File: config.mk
export PLATFORM = sky130hd
export DESIGN_NAME = ssa_recombine
export DESIGN_NICKNAME = d
export VERILOG_FILES = /design/src/rtl/ssa_pkg.sv /design/src/rtl/ssa_coef_acc.sv /design/src/rtl/ssa_recombine.sv
export SDC_FILE = /design/constraint.sdc
export NUM_CORES = 1
export LEC_CHECK = 0
export ABC_CLOCK_PERIOD_IN_PS = 5100
export CAP_MARGIN = 0
export CORE_MARGIN = 3
export CORE_UTILIZATION = 50
export DETAILED_ROUTE_END_ITERATION = 16
export PLACE_DENSITY = 0.81
export SYNTH_ARGS = -nofsm -noshare
export SYNTH_HDL_FRONTEND = slang
export SYNTH_HIERARCHICAL = 1
export SYNTH_SLANG_ARGS = --single-unit
File: constraint.sdc
create_clock -name clk -period 5.1 [get_ports clk]
set_clock_uncertainty 0.05 [all_clocks]
set_input_delay 0.765 -clock clk [delete_from_list [all_inputs] [get_ports clk]]
set_output_delay 0.765 -clock clk [all_outputs]
set_load 0.02 [all_outputs]
File: src/rtl/ssa_pkg.sv
// Shared SSA datapath parameters (also used by the split stage), accumulator
// width helper and the recombine FSM state type.
package ssa_pkg;

  localparam int PIECE_W_DEF  = 2;
  localparam int COEF_W_DEF   = 12;
  localparam int NUM_COEF_DEF = 7;
  localparam int OUT_W_DEF    = 16;

  function automatic int acc_w(input int piece_w, input int coef_w, input int num_coef);
    return coef_w + piece_w * (num_coef - 1);
  endfunction

  localparam int ACC_W_DEF = acc_w(PIECE_W_DEF, COEF_W_DEF, NUM_COEF_DEF);

  typedef enum logic {
    ACCUM = 1'b0,
    DONE  = 1'b1
  } ssa_state_e;

endpackage

File: src/rtl/ssa_coef_acc.sv
// Shift-and-add datapath: adds each accepted coefficient at offset PIECE_W*idx.
// sum_next is the accumulator value including the coefficient currently offered.
module ssa_coef_acc
  import ssa_pkg::*;
#(
  parameter int PIECE_W  = PIECE_W_DEF,
  parameter int COEF_W   = COEF_W_DEF,
  parameter int NUM_COEF = NUM_COEF_DEF,
  parameter int SUM_W    = ACC_W_DEF + 1
) (
  input  logic              clk,
  input  logic              rst_n,
  input  logic              add_en,
  input  logic              clear,
  input  logic [COEF_W-1:0] coef,
  output logic              last,
  output logic [SUM_W-1:0]  sum_next
);

  localparam int IDX_W = (NUM_COEF > 1) ? $clog2(NUM_COEF) : 1;

  logic [SUM_W-1:0] acc_q, acc_d;
  logic [IDX_W-1:0] idx_q, idx_d;
  logic [SUM_W-1:0] coef_ext;

  assign coef_ext = SUM_W'(coef);
  assign sum_next = acc_q + (coef_ext << (PIECE_W * int'(idx_q)));
  assign last     = (idx_q == IDX_W'(NUM_COEF - 1));

  always_comb begin
    acc_d = acc_q;
    idx_d = idx_q;
    if (clear) begin
      acc_d = '0;
      idx_d = '0;
    end else if (add_en) begin
      acc_d = sum_next;
      idx_d = last ? '0 : idx_q + IDX_W'(1);
    end
  end

  always_ff @(posedge clk or negedge rst_n) begin
    if (!rst_n) begin
      acc_q <= '0;
      idx_q <= '0;
    end else begin
      acc_q <= acc_d;
      idx_q <= idx_d;
    end
  end

endmodule

File: src/rtl/ssa_recombine.sv
// SSA recombination: folds NUM_COEF coefficient lanes back into one integer.
// Optional overflow flag enabled by defining SSA_RECOMBINE_OVF_EN.
//
//   state | meaning
//   ACCUM | accepting coefficients, in_ready high
//   DONE  | product presented on out_*, waiting for out_ready
module ssa_recombine
  import ssa_pkg::*;
#(
  parameter int PIECE_W  = PIECE_W_DEF,
  parameter int COEF_W   = COEF_W_DEF,
  parameter int NUM_COEF = NUM_COEF_DEF,
  parameter int OUT_W    = OUT_W_DEF
) (
  input  logic              clk,
  input  logic              rst_n,
  input  logic              in_valid,
  output logic              in_ready,
  input  logic [COEF_W-1:0] in_coef,
  output logic              out_valid,
  input  logic              out_ready,
  output logic [OUT_W-1:0]  out_data,
  output logic              out_ovf
);

`ifdef SSA_RECOMBINE_OVF_EN
  // One guard bit above ACC_W keeps the carry of the final add for the flag.
  localparam int SUM_W = acc_w(PIECE_W, COEF_W, NUM_COEF) + 1;
`else
  localparam int SUM_W = OUT_W;
`endif

  ssa_state_e       state_q, state_d;
  logic             in_ready_q, in_ready_d;
  logic             out_valid_q, out_valid_d;
  logic [OUT_W-1:0] out_data_q, out_data_d;
`ifdef SSA_RECOMBINE_OVF_EN
  logic             out_ovf_q, out_ovf_d;
`endif

  logic             accept;
  logic             handshake;
  logic             last;
  logic [SUM_W-1:0] sum_next;

  assign accept    = in_valid & in_ready_q;
  assign handshake = out_valid_q & out_ready;

  ssa_coef_acc #(
    .PIECE_W  (PIECE_W),
    .COEF_W   (COEF_W),
    .NUM_COEF (NUM_COEF),
    .SUM_W    (SUM_W)
  ) u_acc (
    .clk      (clk),
    .rst_n    (rst_n),
    .add_en   (accept),
    .clear    (handshake),
    .coef     (in_coef),
    .last     (last),
    .sum_next (sum_next)
  );

  always_comb begin
    state_d     = state_q;
    in_ready_d  = in_ready_q;
    out_valid_d = out_valid_q;
    out_data_d  = out_data_q;
`ifdef SSA_RECOMBINE_OVF_EN
    out_ovf_d   = out_ovf_q;
`endif
    case (state_q)
      ACCUM: begin
        in_ready_d = 1'b1;
        if (accept && last) begin
          state_d     = DONE;
          in_ready_d  = 1'b0;
          out_valid_d = 1'b1;
          out_data_d  = sum_next[OUT_W-1:0];
`ifdef SSA_RECOMBINE_OVF_EN
          out_ovf_d   = |sum_next[SUM_W-1:OUT_W];
`endif
        end
      end
      DONE: begin
        if (handshake) begin
          state_d     = ACCUM;
          in_ready_d  = 1'b1;
          out_valid_d = 1'b0;
        end
      end
      default: begin
        state_d     = ACCUM;
        in_ready_d  = 1'b0;
        out_valid_d = 1'b0;
      end
    endcase
  end

  always_ff @(posedge clk or negedge rst_n) begin
    if (!rst_n) begin
      state_q     <= ACCUM;
      in_ready_q  <= 1'b0;
      out_valid_q <= 1'b0;
      out_data_q  <= '0;
`ifdef SSA_RECOMBINE_OVF_EN
      out_ovf_q   <= 1'b0;
`endif
    end else begin
      state_q     <= state_d;
      in_ready_q  <= in_ready_d;
      out_valid_q <= out_valid_d;
      out_data_q  <= out_data_d;
`ifdef SSA_RECOMBINE_OVF_EN
      out_ovf_q   <= out_ovf_d;
`endif
    end
  end

  assign in_ready  = in_ready_q;
  assign out_valid = out_valid_q;
  assign out_data  = out_data_q;
`ifdef SSA_RECOMBINE_OVF_EN
  assign out_ovf   = out_ovf_q;
`else
  assign out_ovf   = 1'b0;
`endif

endmodule

==> results of run 1 <==
==> per-stage QoR <==
stage,area [um2],hold slack (ns)
2_1_floorplan,2843,0.4194
3_3_place_gp,3174,0.4378
3_5_place_dp,3174,0.4428
4_1_cts,3266,0.4598
5_1_grt,3266,0.4704
6_report,3266,0.4569
==> routing by layer <==
metal	GRT usage [%]	vias to the layer above	part of all wire (%)
met1	27.32	1122	47
li1	-	1138	-
met2	35.50	45	49
met5	0	-	0
met4	5.743	0	1.2
met3	3.659	6	3.0
==> cell families (layout without fill, tap and decap cells) <==
family	count (synthesis)	count (layout)	share of synthesized area [%]
adder cells (fa/ha/maj)	16	16	7.306
multiplexers	40	40	15.98
AO/OA/AOI/OAI	83	83	19.41
buffers and inverters	24	50	4.445
AND/OR/NAND/NOR	84	84	15.27
other	1	1	0.1319
flip-flops	38	38	33.45
XOR/XNOR	13	13	4.005
==> final timing paths <==
path                                start             end  slack, ns  cells past startpoint
min reg2reg                   out_data[9]     out_data[9]       0.46                      1
max in group asynchronous           rst_n  u_acc/acc_q[8]       3.97                      1
max                        u_acc/idx_q[1]    out_data[12]       1.40                     10
min in group asynchronous           rst_n       out_valid       0.52                      1
max reg2reg                u_acc/idx_q[1]    out_data[12]       1.40                     10
min                           out_data[9]     out_data[9]       0.46                      1
==> cell usage after synthesis, drive strengths merged, types with 2 or more instances <==
cell / n / area, um2
a21o: 6 / 45.04
o21a: 2 / 15.01
and2: 5 / 31.28
nor3: 5 / 25.02
clkbuf: 12 / 45.04
inv: 6 / 22.52
a211oi: 3 / 22.52
a311oi: 2 / 17.52
o211ai: 4 / 30.03
nand3b: 6 / 45.04
a2111oi: 2 / 25.02
o21ai: 18 / 90.09
nand2: 23 / 86.33
dfrtp: 38 / 950.9
and3: 2 / 17.52
mux2: 19 / 244.0
or3: 3 / 18.77
mux2i: 21 / 210.2
o22ai: 5 / 31.28
nor2: 24 / 90.09
a31oi: 5 / 31.28
xnor2: 8 / 70.07
a21oi: 23 / 115.1
nand2b: 5 / 31.28
buf: 6 / 58.80
nor2b: 5 / 31.28
ha: 15 / 187.7
xor2: 5 / 43.79
a22o: 4 / 35.03
nand3: 2 / 10.01
nand4b: 2 / 17.52
==> registers in the layout, indices dropped and copies added (netlist names) <==
register	count
in_ready	1
out_data	16
out_valid	1
state_q	1
u_acc/acc_q	16
u_acc/idx_q	3
==> layout make-up <==
cell class,instances,area [um2],area share [%]
Inverter,6,22.52,0.6897
Clock inverter,1,5.005,0.1533
Multi-Input combinational cell,237,1765,54.06
Tap cell,70,87.58,2.682
Sequential cell,38,950.9,29.12
Clock buffer,7,86.33,2.644
Timing Repair Buffer,36,347.8,10.65
==> power by group <==
part | switching (W) | internal (W) | leakage, nW
sequential | 0 | 0.000301 | 0.521
combinational | 0.0000309 | 0.0000236 | 0.894
clock | 0.000102 | 0.000109 | 0.0482
total | 0.000133 | 0.000434 | 1.46
==> impl_results.md, run 1 <==
- Share of layout cells above drive strength 1: 11.69%
- Flip-flop and latch count after synthesis: 38
- Total design power: 0.0005668 W
- Hold_buf cts: 0
- Total Die Area: 6626 um2
- Max-slew headroom at the worst pin: 40.98%
- Critical Path, Cell by Cell: mux2_2 > o21ai_0 > nor2_1 > ha_1 > a21o_1 > a221oi_2 > o211ai_1 > a21oi_1 > xnor2_1 > mux2_4
- Final critical path time including I/O delays and setup: 3.697 ns
- Commonest cells after routing, fill and taps aside: sky130_fd_sc_hd__dfrtp_1 (38), sky130_fd_sc_hd__clkdlybuf4s50_1 (32), sky130_fd_sc_hd__nor2_1 (24)
- Warning count from the yosys run: 6
- Peak VDD IR: 0.0001261 V
- Setup-violating endpoint count in the final report: 0
- Synth unique cells: 52
- Core area: 5303 um2
- Source-to-sink clock delay at the later pin of the worst-skew pair: 0.28 ns
- Static power due to leakage: 1.463 nW
- Required time worst endpoint: 5.22 ns
- Most used flip-flop cell after synthesis: sky130_fd_sc_hd__dfrtp_1
- Leftover overflow at the end of global routing: 0
- Cell type group with the largest total delay on the critical path: compound AO/OA/AOI/OAI gates
- Final hold violations: 0
- Die W: 81.40 um
- GRT Total Usage: 20.94%
- Worst path setup slack after routing: 1.403 ns
- Placed insts: 387
- Wire length after detailed routing: 6.463 mm
- Diode count: 0
- Num CTS Buffers: 5
- TritonCTS Sinks: 38
- CP Data Arrival Time: 3.82 ns
- Maximum cell stage delay along the critical path: 0.92 ns
- I/O pins: 35
- Crit. End Element: register
- Mapped cell area: 2843 um2
- Share of the core filled with cells: 61.59%
- Number of filler cells placed in the layout: 451
- Clock H-tree levels: 2
- Via count of the first global-routing pass: 2287
- Buffer count from post-CTS setup fixing: 0
- Area overhead of the layout relative to synthesis: 14.88%
- Share of synthesized flip-flops with an asynchronous set or reset: 100.0%
- Result of the run: complete, no violations
- Classification of the worst setup path: register to register
- Global placer's final weighted congestion: 0.9396
- Number of nets in the synthesized netlist: 331
- Layout Nets: 356
- Synth Instances: 299
- Root cell of the clock tree: sky130_fd_sc_hd__clkbuf_8
- Via Count: 2311
- Unrepaired setup endpoints after global routing: false
- Sequential fraction of the synthesis area: 33.45%
- Initial antenna violation count: 0
- Total of buffers placed on input and output ports: 33
- DRC violation total after the first TritonRoute iteration: 130
- Largest fanout on the critical path: 26
- Wire length of the first global-routing pass: 10.76 mm
- Clock slew seen by the registers of the worst setup and hold paths: 0.07 ns
- Routed vias/inst: 5.851
- Average instance area after synthesis: 9.507 um2
- Number of buffer and inverter stages on the critical path: 0
- Maximum achievable frequency: 270.5 MHz
- Remaining antenna violation count after routing: 0
- Setup slack at placement: 1.243 ns
- Critical Path Source Type: register
- Max Buffers Root-to-Sink: 2
- Type of the tightest min-delay check: register to register
- Slew Viols, Final: 0
- Most frequent standard cell in the layout excluding fill and tap cells: sky130_fd_sc_hd__dfrtp_1
- Max-cap violations: 0
- PostCTS Resize Cnt: 0
- Detail-routed net length per standard cell: 16.36 um
- Placed wire-length estimate after detailed placement: 4.859 mm
- CTS tree: done
- Number of cell rows: 26
- Die Y-Extent: 81.40 um
- Critical path's slowest cell: sky130_fd_sc_hd__dfrtp_1
- Number of standard cells in the layout, taps in and fillers out: 395
- Ratio of final minimum period to clock period: 72.49%
- Number of DRC violations after detailed routing: 0
- Maximum number of pins on one net before global-route repair: 39
- Number of enable-type register cells in the synthesized netlist: 0
- Actual slew at the worst max-slew pin: 0.8853 ns
- PwrDens: 173.6 nW/um2
- Total negative slack: 0 ns
- Count of TritonRoute iterations in the first routing pass: 4
- Starting utilization of the core area: 53.61%
Note: power is estimated with default switching activity, not from simulation.
==> inputs of run 2 (changes only) <==
- ABC_CLOCK_PERIOD_IN_PS: 5100 -> 3000
- PLACE_DENSITY: 0.81 -> 0.84
- clock period: 5.1 -> 3 ns (I/O delays scaled with it)
==> impl_results.md, run 2 (same netlist as run 1, synthesis figures left out) <==
- Maximum achievable frequency: 343.3 MHz
- Result of the run: complete, no violations
- Max-slew headroom at the worst pin: 43.49% (+2.5 points)
- Met1 usage: 31.01% (+3.7 points)
- Required time worst endpoint: 3.14 ns (-2.08 ns)
- Max Buffers Root-to-Sink: 2 (unchanged)
- Die Y-Extent: 81.40 um (unchanged)
- I/O pins: 35 (unchanged)
- Ratio of final minimum period to clock period: 97.09%
- Wire length after detailed routing: 7.389 mm (+14%)
- Initial antenna violation count: 0 (unchanged)
- Static power due to leakage: 1.755 nW (+20%)
- Layout Nets: 408 (+15%)
- Core area: 5303 um2 (unchanged)
- Startpoint of the lowest-slack register-to-register path: u_acc/idx_q[1]
- Internal reg-to-reg setup slack: 0.10 ns (-1.30 ns)
- Wire length of the first global-routing pass: 11.96 mm (+11%)
- CP Data Arrival Time: 3.05 ns (-0.77 ns)
- Area after DPL: 3573 um2 (+13%)
- Classification of the worst setup path: primary input to register
- Routed vias/inst: 5.696 (-2.6%)
- Total of buffers placed on input and output ports: 33 (unchanged)
- Peak VDD IR: 0.0002785 V (+120%)
- Count of TritonRoute iterations in the first routing pass: 4 (unchanged)
- Crit. End Element: register
- Critical register-to-register path endpoint: out_data[12]
- Num CTS Buffers: 5 (unchanged)
- CTS tree: done
- Hold_buf cts: 0 (unchanged)
- Final critical path time including I/O delays and setup: 2.913 ns
- GRT Total Usage: 23.59% (+2.7 points)
- Reg2reg path depth: 11 (+1)
- Area overhead of the layout relative to synthesis: 32.66%
- Grt peak-use layer: met2
- Maximum number of pins on one net before global-route repair: 39 (unchanged)
- Most frequent standard cell in the layout excluding fill and tap cells: sky130_fd_sc_hd__buf_4
- DRC violation total after the first TritonRoute iteration: 130 (unchanged)
- Global placer's final weighted congestion: 0.9423 (+0.29%)
- Number of cell rows: 26 (unchanged)
- Number of DRC violations after detailed routing: 0 (unchanged)
- Clock slew seen by the registers of the worst setup and hold paths: 0.08 ns (about the same)
- Critical Path Source Type: primary input
- Commonest cells after routing, fill and taps aside: sky130_fd_sc_hd__buf_4 (54), sky130_fd_sc_hd__dfrtp_1 (36), sky130_fd_sc_hd__clkdlybuf4s50_1 (31)
- Diode count: 0 (unchanged)
- Source-to-sink clock delay at the later pin of the worst-skew pair: 0.30 ns (+0.02 ns)
- TritonCTS Sinks: 38 (unchanged)
- Total Die Area: 6626 um2 (unchanged)
- Type of the tightest min-delay check: primary input to asynchronous set/reset pin
- Timing endpoint of the critical path: out_data[12]
- Final instance area: 3771 um2 (+15%)
- Final hold violations: 0 (unchanged)
- Critical path startpoint: in_coef[4]
- Slew Viols, Final: 0 (unchanged)
- Detail-routed net length per standard cell: 16.53 um (+1.0%)
- Share of layout cells above drive strength 1: 26.53% (+15 points)
- Die W: 81.40 um (unchanged)
- Starting utilization of the core area: 53.61% (unchanged)
- Root cell of the clock tree: sky130_fd_sc_hd__clkbuf_8
- Clock H-tree levels: 2 (unchanged)
- Setup-violating endpoint count in the final report: 0 (unchanged)
- Via count of the first global-routing pass: 2510 (+9.8%)
- Max-cap violations: 0 (unchanged)
- Met2 Use GR: 39.17% (+3.7 points)
- Placed wire-length estimate after detailed placement: 5.523 mm (+14%)
- Share of the core filled with cells: 71.12% (+9.5 points)
- Global routing usage on met3: 4.324% (+0.67 points)
- Remaining antenna violation count after routing: 0 (unchanged)
- Largest fanout on the critical path: 5 (-81%)
- PwrDens: 309.7 nW/um2 (+78%)
- Via Count: 2546 (+10%)
- Actual slew at the worst max-slew pin: 0.8476 ns (-0.03769 ns)
- Leftover overflow at the end of global routing: 0 (unchanged)
-- run 2: cell type report --
type,count,area [um2]
clock inverter,3,68.82
multi-input combinational,237,1817
clock buffer,5,68.82
fill,378,1531
inverter,6,22.52
tap,70,87.58
sequential,38,953.4
timing repair buffer,88,753.2
-- run 2: worst min-delay path by stage --
stage / startpoint / end / slack, ns
after CTS: rst_n / out_data[4] / 0.23
after global placement: out_data[10] / out_data[10] / 0.44
after floorplan: rst_n / in_ready / 0.10
after global routing: rst_n / out_data[14] / 0.25
final: rst_n / out_data[4] / 0.21
after detailed placement: out_data[4] / out_data[4] / 0.45
-- run 2: critical path: stages --
cell and delay [ns]:
sky130_fd_sc_hd__clkdlybuf4s50_1 0.44, sky130_fd_sc_hd__mux2_2 0.29, sky130_fd_sc_hd__o21ai_2 0.13, sky130_fd_sc_hd__nor2_1 0.07
sky130_fd_sc_hd__ha_1 0.36, sky130_fd_sc_hd__a21o_1 0.21, sky130_fd_sc_hd__a221oi_4 0.38, sky130_fd_sc_hd__o211ai_1 0.17
sky130_fd_sc_hd__a21oi_2 0.20, sky130_fd_sc_hd__xnor2_1 0.08, sky130_fd_sc_hd__mux2_4 0.26
-- run 2: metal layers --
metal | vias up | routed length [um]
li1 | 1238 | -
met1 | 1222 | 3368
met2 | 74 | 3569
met3 | 12 | 325
met4 | 0 | 126
met5 | - | 0
-- run 2: stage by stage --
stage,hold slack (ns),power [W],std cells,setup TNS (ns),setup slack [ns]
final,0.2079,0.001168,447,0,0.08735
after detailed placement,0.4450,0.0006414,437,-3.229,-0.3638
after global routing,0.2519,0.001214,447,-0.04981,-0.03058
after floorplan,0.1044,0.0005696,299,0,0.001447
after global placement,0.4374,0.0006400,437,-2.073,-0.2886
after CTS,0.2313,0.001173,445,0,0.03496
-- run 2: where the power goes --
group / total, W / internal [W] / leakage (nW) / switching [W]
registers: 0.000512 / 0.000512 / 0.517 / 0
logic: 0.000124 / 0.0000621 / 1.17 / 0.0000618
clock network: 0.000532 / 0.000333 / 0.0683 / 0.000199
-- run 2: repair_timing --
item / 4_1_cts / 5_1_grt
pin swaps: 1 / 5
setup endpoints to repair: 2 / 9
gates cloned: 0 / 0
resized for setup: 3 / 12
buffers inserted: 0 / 2
==> variant (settings of run 2) <==
Reset style: synchronous (`rst_n`), changed in 2 clocked blocks.
--- a/src/rtl/ssa_coef_acc.sv
+++ b/src/rtl/ssa_coef_acc.sv
@@ -39,7 +39,7 @@
     end
   end
 
-  always_ff @(posedge clk or negedge rst_n) begin
+  always_ff @(posedge clk) begin
     if (!rst_n) begin
       acc_q <= '0;
       idx_q <= '0;
--- a/src/rtl/ssa_recombine.sv
+++ b/src/rtl/ssa_recombine.sv
@@ -97,7 +97,7 @@
     endcase
   end
 
-  always_ff @(posedge clk or negedge rst_n) begin
+  always_ff @(posedge clk) begin
     if (!rst_n) begin
       state_q     <= ACCUM;
       in_ready_q  <= 1'b0;
Check against the original RTL: differs if rst_n is asserted again (counterexample within 4 cycles, from zero or initial values and one cycle with rst_n low); with rst_n held inactive, the same outputs for 10 cycles.
==> variant against run 2 <==
Wire length increased by 4.9%. First-iteration DRC count increased by 56%. Sequential cell count stayed put. Cell count is 6.9% higher. Worst setup slack worse by 0.0051 ns. Area after synthesis down 4.4%. Critical path depth grew 2. Count of clock-buffer cells in the layout rose by 1. Design area decreased by 2.7%. Worst hold slack gained 0.20 ns. Largest cell class unchanged. Highest routed layer unchanged.
Power is not compared: it rests on default switching activity, and its combinational part moved more than twofold at a synthesized area within 25%.
==> variant: results (changes against run 2) <==
Place
  – Routability congestion estimate from global placement: 0.920 (was 0.942)
  – Post-place setup slack: -0.389 ns (was -0.364 ns)
  – Port bufs: 33 (unchanged)
  – Post-DP HPWL: 5690 um (was 5520 um)
  – Placed Area: 3430 um2 (was 3570 um2)

STA
  – Setup_tns: 0 ns (unchanged)
  – Crit path time final: 2.92 ns (was 2.91 ns)
  – Final Hold Slack: 0.410 ns (was 0.208 ns)

Routing
  – WL met3: 562 um (was 325 um)
  – 1st-iter DRT viols: 203 (was 130)
  – DR top layer: met4 (unchanged)
  – Average vias per placed instance: 5.70 (about the same)
  – Post-Route WL: 7750 um (was 7390 um)
  – WL met2: 3780 um (was 3570 um)
  – DRT Pass-1 Iters: 5 (was 4)
  – M1 WL: 3240 um (was 3370 um)

Min path
  – HP Start: out_data[4]$_SDFFE_PN0P_
  – Hold Crit Class: register to register (was input port to asynchronous set/reset pin)

Critical path
  – CP startpoint: in_coef[0] (was in_coef[4])
  – Arrival @ worst endpoint: 3.08 ns (was 3.05 ns)
  – Worst-path maximum fanout: 5 (unchanged)
  – R2R Setup Slk: 0.15 ns (was 0.10 ns)
  – Critical R2R Launch: u_acc/idx_q[1]$_SDFFE_PP0P_ (was u_acc/idx_q[1]$_DFFE_PN0P_)

Power and ir drop
  – Peak supply drop: 0.439 mV
  – Leakage power: 0.00149 uW

Global routing
  – Total track usage: 0.243 (was 0.236)
  – First-pass GRT wire length: 12200 um (was 12000 um)
  – Vias in the first global route: 2641 (was 2510)
  – Pin count of the biggest net entering global routing: 37 (was 39)
  – Antenna violations before repair: 0 (unchanged)

Logic synthesis
  – Area contributors post-synth: dfxtp_1, mux2i_1, nand2_1 (was dfrtp_1, mux2i_1, ha_1)
  – Asr flop ratio synth: 0 (was 1.00)
  – Post-synthesis sequential area ratio: 0.280 (was 0.335)
  – Commonest cells in the netlist: nand2_1, mux2i_1, dfxtp_1, nor2_1, a21oi_1 (was dfrtp_1, nor2_1, a21oi_1, nand2_1, mux2i_1)
  – Ys Warns: 6 (unchanged)
  – Mapped Nets: 362 (was 331)
  – Count of cell types in the netlist: 50 (was 52)

Outcome
  – Outcome: finished, final reports clean (unchanged)

Finish
  – Share of cells above drive strength 1: 0.235 (was 0.265)
  – Final net count: 439 (was 408)
  – Antenna Cells: 0 (unchanged)

Clock tree
  – Clk buf depth: 2 (unchanged)
  – Clk_lat worst skew: 0.29 ns
  – Worst-path clk slew: 0.08 ns (about the same)
  – Num CTS Buffers: 5 (unchanged)
  – Root Buffer: clkbuf_8 (unchanged)
  – CTS HTree Levels: 2 (unchanged)
-- variant: cell types whose count changed after synthesis, moves of 4 or more --
cell and change:
mux2_2 -6, nand2_1 +32, nand3_1 +4, mux2_4 -8, a21o_1 -4, mux2i_1 +18
dfrtp_1 -38, dfxtp_1 +38, nand3b_1 -4, nand4_1 +4
-- variant: final timing paths --
| path | endpoint | depth (start not counted) |
|---|---|---|
| hold reg to reg | out_data[4]$_SDFFE_PN0P_ | 2 |
| setup / recovery | out_data[15]$_SDFFE_PN0P_ | 13 |
| setup reg to reg | out_data[15]$_SDFFE_PN0P_ | 13 |
| hold / removal | out_data[4]$_SDFFE_PN0P_ | 2 |
-- variant: cell families (layout without fill, tap and decap cells) --
kind of cell	after synthesis	in the layout	share of synthesized area
simple gates	111	111	0.181
compound gates	75	75	0.185
mux	44	44	0.164
flops	38	38	0.280
buf+inv	30	108	0.0635
fa+ha+maj	16	16	0.0764
xor+xnor	15	15	0.0483
other cells	1	1	0.00138
-- variant: repair_timing --
item	CTS	global route
resized for setup	4	16
setup buffers	0	1
endpoints found under the setup margin	6	15
endpoints found under the hold margin	0	0
pin swaps	0	6
-- variant: layout make-up --
cell class / instances / area, um2
Clock inverter: 2 / 60.1
Clock buffer: 6 / 82.6
Fill cell: 360 / 1500
Sequential cell: 38 / 763
Tap cell: 70 / 87.6
Multi-Input combinational cell: 262 / 1870
Timing Repair Buffer: 92 / 773
Inverter: 8 / 30.0
-- variant: layer usage --
metal / GRT usage / up-vias
met1: 0.300 / 1282
li1: - / 1321
met5: 0 / -
met2: 0.416 / 108
met4: 0.0895 / 0
met3: 0.0463 / 15
-- variant: power by group --
part | internal (uW) | switching, uW | leakage (uW)
combinational | 261 | 295 | 0.00111
clock | 355 | 191 | 0.0000714
sequential | 525 | 18.5 | 0.000309
-- variant: through the flow --
step | util | instances
5_1_grt | 0.710 | 478
3_5_place_dp | 0.663 | 469
3_3_place_gp | 0.663 | 469
6_report | 0.710 | 478
4_1_cts | 0.693 | 477
2_1_floorplan | - | 330
-- variant: worst max-delay path, cell delays in order --
cell and delay [ns]:
clkdlybuf4s50_1 0.43, mux2_2 0.30, nand2_1 0.07, o21ai_0 0.09, and2_1 0.21, ha_4 0.29, nand2_1 0.17, a211oi_2 0.29
nor2_2 0.10, o31ai_2 0.26, xnor2_1 0.17, nand2_1 0.09, mux2i_1 0.15
